## src/rtl/y86_pkg.sv

```systemverilog
// Shared Y86-64 encodings used by the pipeline control and stage registers.
package y86_pkg;

    // Instruction codes
    localparam logic [3:0] I_HALT  = 4'h0;
    localparam logic [3:0] I_NOP   = 4'h1;
    localparam logic [3:0] I_CMOV  = 4'h2;
    localparam logic [3:0] I_IRMOV = 4'h3;
    localparam logic [3:0] I_RMMOV = 4'h4;
    localparam logic [3:0] I_MRMOV = 4'h5;
    localparam logic [3:0] I_OPQ   = 4'h6;
    localparam logic [3:0] I_JXX   = 4'h7;
    localparam logic [3:0] I_CALL  = 4'h8;
    localparam logic [3:0] I_RET   = 4'h9;
    localparam logic [3:0] I_PUSH  = 4'hA;
    localparam logic [3:0] I_POP   = 4'hB;

    // Status codes
    localparam logic [2:0] STAT_AOK = 3'd1;
    localparam logic [2:0] STAT_HLT = 3'd2;
    localparam logic [2:0] STAT_ADR = 3'd3;
    localparam logic [2:0] STAT_INS = 3'd4;

    // Register id meaning "no register"
    localparam logic [3:0] REG_NONE = 4'hF;

    // Default performance counter width
    localparam int CNT_W_DEFAULT = 32;

    // True for any status that must stop the machine
    function automatic logic stat_is_exc(input logic [2:0] stat);
        return (stat == STAT_HLT) || (stat == STAT_ADR) || (stat == STAT_INS);
    endfunction

endpackage

```

## src/rtl/sat_counter.sv

```systemverilog
// Saturating up-counter with synchronous clear; holds at all-ones instead of wrapping.
module sat_counter #(
    parameter int CNT_W = 32
) (
    input  logic             clk,
    input  logic             clr,
    input  logic             inc_en,
    output logic [CNT_W-1:0] cnt
);

    localparam logic [CNT_W-1:0] CNT_MAX = {CNT_W{1'b1}};
    localparam logic [CNT_W-1:0] CNT_ONE = CNT_W'(1);

    logic [CNT_W-1:0] cnt_r;

    // Clear has priority; otherwise count up until the ceiling is reached
    always_ff @(posedge clk) begin
        if (clr) begin
            cnt_r <= {CNT_W{1'b0}};
        end else if (inc_en && (cnt_r != CNT_MAX)) begin
            cnt_r <= cnt_r + CNT_ONE;
        end else begin
            cnt_r <= cnt_r;
        end
    end

    assign cnt = cnt_r;

endmodule

```

## src/rtl/pipe_hazard_ctrl.sv

```systemverilog
// Y86-64 pipeline control: hazard detection, stall/bubble generation,
// run/halt state machine and saturating performance counters.
module pipe_hazard_ctrl
    import y86_pkg::*;
#(
    parameter int CNT_W = CNT_W_DEFAULT
) (
    input  logic             clk,
    input  logic             rst_n,
    input  logic [3:0]       D_icode,
    input  logic [3:0]       d_srcA,
    input  logic [3:0]       d_srcB,
    input  logic [3:0]       E_icode,
    input  logic [3:0]       E_dstM,
    input  logic             e_Cnd,
    input  logic [3:0]       M_icode,
    input  logic [2:0]       m_stat,
    input  logic [2:0]       W_stat,
    input  logic [3:0]       W_icode,
    output logic             F_stall,
    output logic             D_stall,
    output logic             D_bubble,
    output logic             E_bubble,
    output logic             M_bubble,
    output logic             W_stall,
    output logic             set_cc,
    output logic             halted,
    output logic [2:0]       halt_stat,
    output logic [CNT_W-1:0] cycle_cnt,
    output logic [CNT_W-1:0] retired_cnt,
    output logic [CNT_W-1:0] loaduse_cnt,
    output logic [CNT_W-1:0] mispred_cnt
);

    typedef enum logic [1:0] {
        ST_RESET  = 2'd0,
        ST_RUN    = 2'd1,
        ST_HALTED = 2'd2
    } state_t;

    state_t     state_r;
    logic       halted_r;
    logic [2:0] halt_stat_r;

    logic loaduse_s;
    logic mispred_s;
    logic ret_in_s;
    logic m_exc_s;
    logic w_exc_s;
    logic run_s;
    logic retire_s;
    logic cnt_clr_s;

    // Hazard terms derived from the current stage contents
    always_comb begin
        loaduse_s = ((E_icode == I_MRMOV) || (E_icode == I_POP)) &&
                    (E_dstM != REG_NONE) &&
                    ((E_dstM == d_srcA) || (E_dstM == d_srcB));
        mispred_s = (E_icode == I_JXX) && !e_Cnd;
        ret_in_s  = (D_icode == I_RET) || (E_icode == I_RET) || (M_icode == I_RET);
        m_exc_s   = stat_is_exc(m_stat);
        w_exc_s   = stat_is_exc(W_stat);
    end

    // Pipeline register controls; a load-use stall outranks the RET bubble in D
    always_comb begin
        F_stall  = 1'b0;
        D_stall  = 1'b0;
        D_bubble = 1'b0;
        E_bubble = 1'b0;
        M_bubble = 1'b0;
        W_stall  = 1'b0;
        set_cc   = 1'b0;
        case (state_r)
            ST_RUN: begin
                F_stall  = loaduse_s || ret_in_s;
                D_stall  = loaduse_s;
                D_bubble = mispred_s || (ret_in_s && !loaduse_s);
                E_bubble = mispred_s || loaduse_s;
                M_bubble = m_exc_s || w_exc_s;
                W_stall  = w_exc_s;
                set_cc   = (E_icode == I_OPQ) && !m_exc_s && !w_exc_s;
            end
            ST_HALTED: begin
                F_stall  = 1'b1;
                D_stall  = 1'b1;
                E_bubble = 1'b1;
                M_bubble = 1'b1;
                W_stall  = 1'b1;
            end
            default: begin
                D_bubble = 1'b1;
                E_bubble = 1'b1;
                M_bubble = 1'b1;
            end
        endcase
    end

    // Run/halt sequencing; the halting status is captured on the edge it retires
    always_ff @(posedge clk) begin
        if (!rst_n) begin
            state_r     <= ST_RESET;
            halted_r    <= 1'b0;
            halt_stat_r <= STAT_AOK;
        end else begin
            case (state_r)
                ST_RESET: begin
                    state_r <= ST_RUN;
                end
                ST_RUN: begin
                    if (w_exc_s) begin
                        state_r     <= ST_HALTED;
                        halted_r    <= 1'b1;
                        halt_stat_r <= W_stat;
                    end else begin
                        state_r <= ST_RUN;
                    end
                end
                ST_HALTED: begin
                    state_r <= ST_HALTED;
                end
                default: begin
                    state_r <= ST_RESET;
                end
            endcase
        end
    end

    assign halted    = halted_r;
    assign halt_stat = halt_stat_r;

    // Counter enables: counting happens only while running
    always_comb begin
        run_s     = (state_r == ST_RUN);
        retire_s  = run_s && (W_stat == STAT_AOK) && (W_icode != I_NOP) && !W_stall;
        cnt_clr_s = !rst_n;
    end

    sat_counter #(.CNT_W(CNT_W)) u_cycle_cnt (
        .clk    (clk),
        .clr    (cnt_clr_s),
        .inc_en (run_s),
        .cnt    (cycle_cnt)
    );

    sat_counter #(.CNT_W(CNT_W)) u_retired_cnt (
        .clk    (clk),
        .clr    (cnt_clr_s),
        .inc_en (retire_s),
        .cnt    (retired_cnt)
    );

    sat_counter #(.CNT_W(CNT_W)) u_loaduse_cnt (
        .clk    (clk),
        .clr    (cnt_clr_s),
        .inc_en (run_s && loaduse_s),
        .cnt    (loaduse_cnt)
    );

    sat_counter #(.CNT_W(CNT_W)) u_mispred_cnt (
        .clk    (clk),
        .clr    (cnt_clr_s),
        .inc_en (run_s && mispred_s),
        .cnt    (mispred_cnt)
    );

endmodule

```

## config.mk

```make
export PLATFORM = sky130hd
export DESIGN_NAME = pipe_hazard_ctrl
export DESIGN_NICKNAME = d
export VERILOG_FILES = /design/src/rtl/y86_pkg.sv /design/src/rtl/sat_counter.sv /design/src/rtl/pipe_hazard_ctrl.sv
export SDC_FILE = /design/constraint.sdc
export NUM_CORES = 1
export LEC_CHECK = 0
export CAP_MARGIN = 20
export CORE_MARGIN = 2
export CORE_UTILIZATION = 30
export CTS_BUF_LIST = sky130_fd_sc_hd__clkbuf_16
export DETAILED_ROUTE_END_ITERATION = 7
export PLACE_DENSITY = 0.54
export RECOVER_POWER = 50
export REMOVE_ABC_BUFFERS = 1
export SKIP_LAST_GASP = 1
export SYNTH_ARGS = -nofsm -noshare
export SYNTH_HDL_FRONTEND = slang
export SYNTH_SLANG_ARGS = --single-unit
```

## constraint.sdc

```tcl
create_clock -name clk -period 2.8 [get_ports clk]
set_input_delay 0.84 -clock clk [delete_from_list [all_inputs] [get_ports clk]]
set_output_delay 0.84 -clock clk [all_outputs]
set_load 0.02 [all_outputs]
```

==> summary.md <==
| Metric | Value |
|---|---|
| Final period util | `109%` |
| H-tree depth | `4` |
| Fin. Hold Viols | `0` |
| Root Driver | `clkbuf_16` |
| Initial antenna violation count | `0` |
| Final Critical Period | `3.04 ns` |
| Chip Width | `154 µm` |
| Routed Wire Length | `20200 µm` |
| Grt ovf | `0` |
| Worst hold slack | `0.495 ns` |
| EDFF count, synth | `0` |
| Sw Pwr | `1.02 mW` |
| Sequential power share | `43.1%` |
| Fin nets | `1110` |
| Final Setup Violations | `5` |
| Int Pwr | `3.45 mW` |
| GRT Total Usage | `17.0%` |
| CTS tree | `yes` |
| Clock slew at reported path FFs | `0.06 ns` |
| Startpoint types | `input pin` |
| Pwr per Cell Area | `448 nW/µm²` |
| Setup slack at placement | `-1.22 ns` |
| Setup ws final | `-0.241 ns` |
| Clock Skew | `0.0111 ns` |
| Area grow syn2layout | `47.8%` |
| HPWL Detailed | `14700 µm` |
| Layout cell share with drive strength beyond 1 | `13.7%` |
| CTS Buffer Depth | `2` |
| Synth async-reset ratio | `0%` |
| Clock share of power | `49.6%` |
| Vias in the first global route | `6327` |
| Drt pass-1 iters | `4` |
| Max_cap viols | `0` |
| YS warnings | `0` |
| Combinational share of power | `7.3%` |
| Synthesized cell area | `6750 µm²` |
| # hold bufs at CTS | `0` |
| Maximum number of pins on one net before global-route repair | `47` |
| CP arrival | `2.20 ns` |
| VDD IR max | `329 µV` |
| Mapped Cells | `826` |
| Worst slew margin | `40.0%` |
| Core Box Area | `22000 µm²` |
| Clock insertion delay at the later pin of the skew report | `0.42 ns` |
| Failing checks | `negative setup slack` |
| Post-route ant nets | `0` |
| Seq/Total Area, Yosys | `39.7%` |
| Num CTS Buffers | `17` |
| Wire per inst | `14.8 µm` |
| F_max | `0.329 GHz` |
| Leakage | `3.43 nW` |
| Vias after detailed routing | `6718` |
| DRC violations left | `0` |
| DR vias/cell | `4.95` |
| Initial Util | `30.8%` |
| First-pass GRT wire length | `32800 µm` |
| Synth Flop Type | `dfxtp_1` |
| Actual slew at the worst max-slew pin | `0.900 ns` |
| Final Max Tran Viols | `0` |
| Worst hold path cell count | `2` |
| CP endpoint kind | `output port` |
| RSZ-0062 raised after global routing | `true` |
| # port buffers | `175` |
| Fin util | `45.5%` |
| Unique masters post-synth | `57` |
| Post-layout power | `4.47 mW` |
| CP max FO | `2` |
| Worst Path Required | `1.96 ns` |
| Status | `finished with violations` |
| Avg Cell Area, Syn | `8.18 µm²` |
| R2R Setup Slk | `0.19 ns` |
| DRT iter0 DRCs | `242` |
| GP Congestion | `0.764` |
| #FFs+latches synth | `134` |
| Cell Rows | `54` |
| TritonCTS Sinks | `134` |
| Post-route setup TNS | `-0.603 ns` |
| Sw Ratio | `22.9%` |
| Die Area | `23700 µm²` |
| Antenna cells | `0` |
| Critical Setup Path Class | `in -> out` |
| Worst hold path type | `reg -> reg` |
| R2R depth | `6` |
| Ports | `176` |
| Die Ht | `154 µm` |
-- state kept, by name, summed over array words and instances, names as in the netlist --
signal,count
u_cycle_cnt.cnt,32
u_loaduse_cnt.cnt,32
u_mispred_cnt.cnt,32
u_retired_cnt.cnt,32
halt_stat,3
state_r,2
halted,1
-- cell usage in the layout, fill, tap and decap left out, types with 4 or more instances in the layout --
| cell | netlist | final |
|---|---|---|
| nor4_1 | 23 | 24 |
| or3_1 | 19 | 19 |
| nor2b_1 | 6 | 5 |
| xnor2_2 | 0 | 4 |
| clkdlybuf4s50_1 | 0 | 140 |
| and4_1 | 8 | 8 |
| clkinv_2 | 0 | 5 |
| nand4_1 | 58 | 58 |
| buf_6 | 0 | 7 |
| nor2_1 | 112 | 110 |
| and2_1 | 17 | 17 |
| xnor2_1 | 48 | 44 |
| o211ai_1 | 5 | 5 |
| o21ai_0 | 21 | 21 |
| nand2b_1 | 8 | 8 |
| dlygate4sd2_1 | 0 | 11 |
| nand2_1 | 68 | 68 |
| nor3_1 | 29 | 27 |
| clkbuf_16 | 0 | 17 |
| and3_1 | 19 | 19 |
| clkbuf_1 | 23 | 4 |
| xor2_1 | 39 | 39 |
| nand3_1 | 54 | 52 |
| a21oi_1 | 31 | 29 |
| mux2i_1 | 8 | 7 |
| buf_4 | 1 | 64 |
| a211oi_1 | 4 | 4 |
| inv_1 | 20 | 24 |
| buf_2 | 2 | 11 |
| ha_1 | 8 | 8 |
| dfxtp_1 | 134 | 134 |
| or4_1 | 7 | 6 |
| o31ai_1 | 8 | 6 |
| o21bai_1 | 8 | 8 |
-- per-stage QoR --
step / std cells / instance area, µm²
after floorplan: 799 / 6640
after global placement: 1321 / 9280
after detailed placement: 1321 / 9280
after CTS: 1357 / 9930
after global routing: 1358 / 9980
final: 1358 / 9980
-- worst paths after layout --
| kind | endpoint | startpoint |
|---|---|---|
| setup / recovery | F_stall | d_srcB[2] |
| hold / removal | u_cycle_cnt.cnt[21] | u_cycle_cnt.cnt[21] |
| hold reg to reg | u_cycle_cnt.cnt[21] | u_cycle_cnt.cnt[21] |
| setup reg to reg | u_cycle_cnt.cnt[1] | u_cycle_cnt.cnt[11] |
-- worst max-delay path, stage by stage --
cell      delay (ns)
buf_6           0.09
xnor2_1         0.14
nand4_1         0.22
buf_4           0.21
a211oi_4        0.27
nor2_2          0.08
a21boi_2        0.18
buf_4           0.16
-- power groups by stage --
stage	sequential [mW]	clock (mW)	combinational (mW)
detailed placement	1.97	0	0.314
finish	1.93	2.22	0.328
floorplan	1.98	0	0.108
CTS	1.93	2.28	0.325
global placement	1.97	0	0.312
global route	1.93	2.36	0.358
-- area by class of cell --
cell class              instances  area [µm²]
well taps                     280         350
clock buffers                  17         425
inverters                      20        76.3
fillers                      2221       12000
flip-flops and latches        134        2680
repair buffers                247        2260
multi-input cells             645        4040
clock inverters                15         149
-- per-layer routing --
layer | share of wire (%) | track usage, %
met5 | 0 | 0
met4 | 0.91 | 4.32
met3 | 5.1 | 4.40
met2 | 46 | 27.9
met1 | 48 | 22.3
-- what timing repair did --
action / 4_1_cts / 5_1_grt
endpoints found under the hold margin: 0 / 0
resized for setup: 136 / 15
pin swaps: 25 / 15
cloned: 0 / 0
setup endpoints to repair: 15 / 9
buffers inserted: 6 / 2
-- Yosys cell counts, types with 17 or more instances --
| master | number | area, µm² |
|---|---|---|
| a21oi_1 | 31 | 155 |
| and2_1 | 17 | 106 |
| and3_1 | 19 | 119 |
| clkbuf_1 | 23 | 86.3 |
| dfxtp_1 | 134 | 2680 |
| inv_1 | 20 | 75.1 |
| nand2_1 | 68 | 255 |
| nand3_1 | 54 | 270 |
| nand4_1 | 58 | 363 |
| nor2_1 | 112 | 420 |
| nor3_1 | 29 | 145 |
| nor4_1 | 23 | 144 |
| o21ai_0 | 21 | 105 |
| or3_1 | 19 | 119 |
| xnor2_1 | 48 | 420 |
| xor2_1 | 39 | 342 |
-- cells by family after synthesis --
family	after synthesis	share of synthesized area (%)
AND/OR/NAND/NOR	450	34.9
flip-flops	134	39.7
AO/OA/AOI/OAI	92	8.65
XOR/XNOR	87	11.3
buffers and inverters	47	2.72
multiplexers	8	1.19
adder cells (fa/ha/maj)	8	1.48
No activity file was read; power rests on OpenSTA's default activity.
